`src/rtl/debounce_pkg.sv`:
```
// Shared types and constants for the button debounce / pulse generator.
//   state_t : debounce FSM state encoding
//   EVT_W   : width of the optional rising-event counter
package debounce_pkg;

  typedef enum logic [1:0] {
    S_LOW,
    S_RISE,
    S_HIGH,
    S_FALL
  } state_t;

  localparam int EVT_W = 8;

endpackage

```
`src/rtl/debounce_pulse_gen_sync_2ff.sv`:
```
// Two-flop synchroniser for one asynchronous level.
// Ports:
//   Clk      - system clock
//   Reset_n  - asynchronous active-low reset (both flops clear to 0)
//   AsyncIn  - raw asynchronous input
//   SyncOut  - input resynchronised to Clk, two cycles of latency
module sync_2ff (
  input  logic Clk,
  input  logic Reset_n,
  input  logic AsyncIn,
  output logic SyncOut
);

  logic stage1;

  always_ff @(posedge Clk or negedge Reset_n) begin
    if (!Reset_n) begin
      stage1  <= 1'b0;
      SyncOut <= 1'b0;
    end else begin
      stage1  <= AsyncIn;
      SyncOut <= stage1;
    end
  end

endmodule

```
`src/rtl/debounce_pulse_gen.sv`:
```
// Debounce a bouncy switch level and produce a clean level plus edge strobes.
// Optional build macro: DEBOUNCE_EVT_CNT_EN adds the Evt_count output.
// Ports:
//   Clk       - system clock
//   Reset_n   - asynchronous active-low reset
//   Btn_in    - raw asynchronous switch/button level
//   D         - debounced level (registered)
//   E         - one-cycle strobe when D goes 0->1 (registered)
//   Fall      - one-cycle strobe when D goes 1->0 (registered)
//   Busy      - high while a candidate level change is being qualified
//   Evt_count - rising-event counter, wraps 255->0 (DEBOUNCE_EVT_CNT_EN only)
//
// state  | meaning
// S_LOW  | settled low, D=0
// S_RISE | sync input high, counting toward acceptance of a 1
// S_HIGH | settled high, D=1
// S_FALL | sync input low, counting toward acceptance of a 0
module debounce_pulse_gen
  import debounce_pkg::*;
#(
  parameter int STABLE_CYCLES = 4,
  parameter int CNT_W         = $clog2(STABLE_CYCLES)
) (
  input  logic             Clk,
  input  logic             Reset_n,
  input  logic             Btn_in,
  output logic             D,
  output logic             E,
  output logic             Fall,
  output logic             Busy
`ifdef DEBOUNCE_EVT_CNT_EN
  ,
  output logic [EVT_W-1:0] Evt_count
`endif
);

  localparam logic [CNT_W-1:0] CNT_LAST = CNT_W'(STABLE_CYCLES - 1);

  state_t           state;
  logic [CNT_W-1:0] stableCnt;
  logic             syncQ;

  sync_2ff uSync (
    .Clk     (Clk),
    .Reset_n (Reset_n),
    .AsyncIn (Btn_in),
    .SyncOut (syncQ)
  );

  always_ff @(posedge Clk or negedge Reset_n) begin
    if (!Reset_n) begin
      state     <= S_LOW;
      stableCnt <= '0;
      D         <= 1'b0;
      E         <= 1'b0;
      Fall      <= 1'b0;
`ifdef DEBOUNCE_EVT_CNT_EN
      Evt_count <= '0;
`endif
    end else begin
      // Strobes default low so each lasts exactly one cycle.
      E    <= 1'b0;
      Fall <= 1'b0;
      case (state)
        S_LOW: begin
          if (syncQ) begin
            state     <= S_RISE;
            stableCnt <= '0;
          end
        end
        S_RISE: begin
          if (!syncQ) begin
            state     <= S_LOW;
            stableCnt <= '0;
          end else if (stableCnt == CNT_LAST) begin
            state     <= S_HIGH;
            stableCnt <= '0;
            D         <= 1'b1;
            E         <= 1'b1;
`ifdef DEBOUNCE_EVT_CNT_EN
            Evt_count <= Evt_count + EVT_W'(1);
`endif
          end else begin
            stableCnt <= stableCnt + CNT_W'(1);
          end
        end
        S_HIGH: begin
          if (!syncQ) begin
            state     <= S_FALL;
            stableCnt <= '0;
          end
        end
        S_FALL: begin
          if (syncQ) begin
            state     <= S_HIGH;
            stableCnt <= '0;
          end else if (stableCnt == CNT_LAST) begin
            state     <= S_LOW;
            stableCnt <= '0;
            D         <= 1'b0;
            Fall      <= 1'b1;
          end else begin
            stableCnt <= stableCnt + CNT_W'(1);
          end
        end
        default: begin
          state     <= S_LOW;
          stableCnt <= '0;
        end
      endcase
    end
  end

  assign Busy = (state == S_RISE) || (state == S_FALL);

endmodule
```
`config.mk`:
```
export PLATFORM = sky130hd
export DESIGN_NAME = debounce_pulse_gen
export DESIGN_NICKNAME = d
export VERILOG_FILES = /design/src/rtl/debounce_pkg.sv /design/src/rtl/debounce_pulse_gen_sync_2ff.sv /design/src/rtl/debounce_pulse_gen.sv
export SDC_FILE = /design/constraint.sdc
export NUM_CORES = 1
export LEC_CHECK = 0
export CAP_MARGIN = 15
export CORE_AREA = 4 4 41 43
export CTS_CLUSTER_SIZE = 25
export DETAILED_ROUTE_END_ITERATION = 10
export DIE_AREA = 0 0 45 47
export PLACE_DENSITY = 0.44
export SLEW_MARGIN = 10
export SYNTH_ARGS = -nofsm -noshare
export SYNTH_HDL_FRONTEND = slang
export SYNTH_HIERARCHICAL = 1
export SYNTH_SLANG_ARGS = --single-unit
```
`constraint.sdc`:
```
create_clock -name Clk -period 1.5 [get_ports Clk]
set_clock_uncertainty 0.2 [all_clocks]
set_input_delay 0.375 -clock Clk [delete_from_list [all_inputs] [get_ports Clk]]
set_output_delay 0.375 -clock Clk [all_outputs]
set_load 0.1 [all_outputs]
```
# After elaboration in Yosys (flattened, before gate mapping)
# Cells that the tools add are included.
[totals] reg_bits=9 latch_bits=0 mem_bits_rw=0 romBits=0 out_inout_bits=4 wordCells=49 memories=0
[classes] n_addsub=1 n_mul=0 n_div=0 n_lt_le_gt_ge=0 n_eq_ne=12 n_shift=0 mux=23 n_bitwise=0 reduce_logical=6
[op_table] operator="$mux W2" n=11
[op_table] operator="$pmux W2 S4" n=2
[op_table] operator="$mux W1" n=9
[op_table] operator="$ne A2 B2 Y1 const B" n=4
[op_table] operator="$eq A2 B2 Y1 const B" n=3
[op_table] operator="$reduce_and A5 Y1" n=1
[op_table] operator="$ne A2 B1 Y1 const B" n=2
[op_table] operator="$reduce_and A4 Y1" n=1
[op_table] operator="$ne A3 B2 Y1 const B" n=1
[op_table] operator="$ne A3 B3 Y1 const B" n=1
[op_table] operator="$add A2 B1 Y2 const B" n=1
[op_table] operator="$eq A2 B1 Y1 const B" n=1
[op_table] operator="$logic_not A2 Y1" n=1
[op_table] operator="$pmux W1 S2" n=1
[op_table] operator="$reduce_and A2 Y1" n=1
[op_table] operator="$reduce_bool A2 Y1" n=1
[op_table] operator="$logic_or A1 B1 Y1" n=1

# Logic depth before layout (Yosys ltp)
[logic_depth] word_depth=4 depth_mapped=4

# Cells and area by module
# Netlist, hierarchy kept.
[modules_own_cells] module="debounce_pulse_gen" instances=1 cells_per_inst=24 area_each_um2=286.5 seq_area_each_um2=175.2
[modules_own_cells] module="sync_2ff" instances=1 cells_per_inst=2 area_each_um2=50.0 seq_area_each_um2=50.0

# Worst setup path after synthesis
# Ideal clock, no wire load.
[synth_timing] kind="reg2out" start="register state[0]" end="output Busy" t_arrival_ns=1.265 required_time_ns=0.925 setup_slack_ns=-0.340 path_stages_with_launch=2 path_buffers=1 path_cell_list="dfrtp_1 clkbuf_1"
[synth_via] elab_chain_cells=2 word_cells_on_any_way=3
[synth_lines] item="from (decl)" line="debounce_pulse_gen.sv:39" rtl="state_t state;"
[synth_lines] item="from (signal assigned)" line="debounce_pulse_gen.sv:52" rtl="state <= S_LOW;"
[synth_lines] item="from (signal assigned)" line="debounce_pulse_gen.sv:67" rtl="state <= S_RISE;"
[synth_lines] item="from (signal assigned)" line="debounce_pulse_gen.sv:73" rtl="state <= S_LOW;"
[synth_lines] item="$eq A2 B1 Y1 / $eq A2 B2 Y1 (equally long branches)" line="debounce_pulse_gen.sv:114" rtl="assign Busy = (state == S_RISE) || (state == S_FALL);"
[synth_lines] item="$logic_or A1 B1 Y1 (*)" line="debounce_pulse_gen.sv:114"
[synth_lines] item="to (decl)" line="debounce_pulse_gen.sv:30" rtl="output logic Busy"
# Mark *: on every way between the ends. The rest lies on a longest branch, timed or not.

# Worst setup path after layout
# Ends and elaborated chain as after synthesis.

==> out/metrics.yaml <==
status: "completed"
pwr-share-comb_pct: 42.9
hpwl_um: 452
chipWidth_um: 45
cp_max_fo: 5
p_clk_share_pct: 19.3
max_slew_margin_pct: 73.6
intPower_w: 0.000582
worst_slew_pin_slew_ns: 0.395
grt_max_degree: 10
final-hold-violation-count: 0
synth-compound-area-share_pct: 8.18
grt_overflow: 0
cp_top_family: "flip-flops"
drt_iter0_drc: 2
power_density_nw_per_um2: 1800
min_path_type: "reg2reg"
nets: 45
wire_per_inst_um: 10.9
cts.sinks: 9
yosys.area.top_type: "dfrtp_1"
yosysSeqAreaShare_pct: 66.9
synth_cells: 26
tns_ns: 0
insertion_delay_ns: 0.25
cts_hold_buf: 0
portBuffers: 6
rows: 13
worst_path_max_delay_cell: "dfrtp_2"
cp.arrival_ns: 0.88
ant_nets: 0
vias: 239
ir_drop_v: 0.000557
worstPathRequired_ns: 0.92
yosysWarnings: 6
cp-start-kind: "register"
syn_nets: 30
finalWorstSetupSlack_ns: 0.0471
viasPerCell: 4.35
netlist_area_sq_um: 337
post-route-min-period_ns: 1.45
start_util_pct: 25.9
critPathMaxStageDelay_ns: 0.45
numCtsBuffers: 3
fp.dieArea_sq_um: 2120
dr.pass1.iters: 4
die_h_um: 47
slew_violations: 0
fin_crit_sh_pct: 96.9
path_cells: "buf_12"
cp_num_buf_inv: 1
syn_to_final_growth_pct: 54.6
worst_setup_path_end_kind: "output port"
synth-xor-area-share_pct: 2.60
fmax_mhz: 688
cap_violations: 0
synth_top_family_by_area: "simple AND/OR/NAND/NOR gates"
synthTopCellsByArea: "dfrtp_1 (67%), nand2_1 (4.5%), nor3b_1 (4.5%)"
antenna_found_initial: 0
leakage_nw: 0.231
switching_power_w: 0.000355
grt_pass1_vias: 256
synth-seq-cells: 9
path_class: "reg2out"
cts.reportedPaths.clkPinSlew_ns: 0.06
ys_types: 13
root_buffer: "clkbuf_4"
muxShareOfSynthArea_pct: 3.35
grt_first_pass_wirelength_um: 1040
drive_gt1_share_pct: 40.0
seq_power_share_pct: 37.9
sw_frac_of_total_pct: 37.9
wl_um: 597
routabilityCongestion: 0.651
htree_levels: 1
synth-simple-area-share_pct: 14.1
n_antenna_cell: 0
ctsLongestPathBuffers: 2
setup_viol: 0
grt_use_total_pct: 7.12
synthAdderAreaFrac_pct: 3.72
cts_tree: "yes"
syn_area_per_cell_sq_um: 12.9
core_sq_um: 1300
pre_cts_ws_ns: 0.0399
ios: 7
synth_top_area_share_pct: 66.9
drc_errors: 0
-- layer usage --
metal	vias to the layer above	share of wire [%]	track usage [%]
met5	-	0	0
met3	0	5.9	3.45
met1	116	43	8.25
met2	5	52	11.9
li1	118	-	-
met4	0	0	1.75
-- power by group through the flow --
stage | sequential, W | combinational, W | clock (W)
2_1_floorplan | 0.000402 | 0.000174 | 0
3_3_place_gp | 0.000358 | 0.000345 | 0
3_5_place_dp | 0.000361 | 0.000351 | 0
4_1_cts | 0.000362 | 0.000356 | 0.000183
5_1_grt | 0.000362 | 0.000426 | 0.000205
6_report | 0.000355 | 0.000402 | 0.000180
-- final timing paths --
path                                 end         start  depth (start not counted)  slack (ns)
max                                 Busy      state[0]                          1        0.05
max in group asynchronous              D       Reset_n                          1        0.58
min reg2reg                uSync/SyncOut  uSync/stage1                          0        0.15
min                        uSync/SyncOut  uSync/stage1                          0        0.15
min in group asynchronous           Fall       Reset_n                          1        0.21
max reg2reg                 stableCnt[0]  stableCnt[0]                          3        0.06
-- per-stage QoR --
step	util [%]	hold slack, ns	area [sq um]	total power (W)	instances
finish	40.0	0.152	520	0.000937	55
global route	40.0	0.178	520	0.000993	55
CTS	38.1	0.156	495	0.000901	52
detailed placement	36.0	0.143	468	0.000712	48
global placement	36.0	0.142	468	0.000703	48
floorplan	-	-0.121	339	0.000576	26
-- final cells by class --
type / instances / area (sq um)
fill: 132 / 781
multi-input combinational: 16 / 110
sequential: 9 / 228
timing repair buffer: 11 / 138
tap: 15 / 18.8
clock buffer: 4 / 26.3
-- logic make-up after synthesis --
kind of cell               Yosys count
AOI/OAI and AO/OA                    5
xor gates and xnor gates             1
adders and majority gates            1
buffers and inverters                1
DFF                                  9
muxes                                1
and+or+nand+nor                      8
-- placed cells by master (no fill, tap or decap), drive strengths merged --
cell | netlist | routed
or4b | 1 | 1
ha | 1 | 1
xnor2 | 1 | 1
o22ai | 1 | 1
buf | 0 | 9
clkdlybuf4s50 | 0 | 2
a21oi | 2 | 2
nand3b | 1 | 1
nor3b | 2 | 2
mux2 | 1 | 1
dfrtp | 9 | 9
clkbuf | 1 | 4
nand2 | 4 | 4
a31oi | 1 | 1
o21ai | 1 | 1
-- cells in the mapped netlist --
cell type  n
a31oi_1    1
nand2_1    4
or4b_1     1
o21ai_0    1
a21oi_1    2
xnor2_1    1
ha_1       1
o22ai_1    1
nor3b_1    2
dfrtp_1    9
clkbuf_1   1
nand3b_1   1
mux2_2     1
-- repair_timing --
action | in CTS | in global routing
pin swaps | 0 | 1
buffers inserted | 0 | 3
endpoints found under the setup margin | 1 | 3
gates resized for setup | 1 | 1
(Power assumes the default switching activity.)
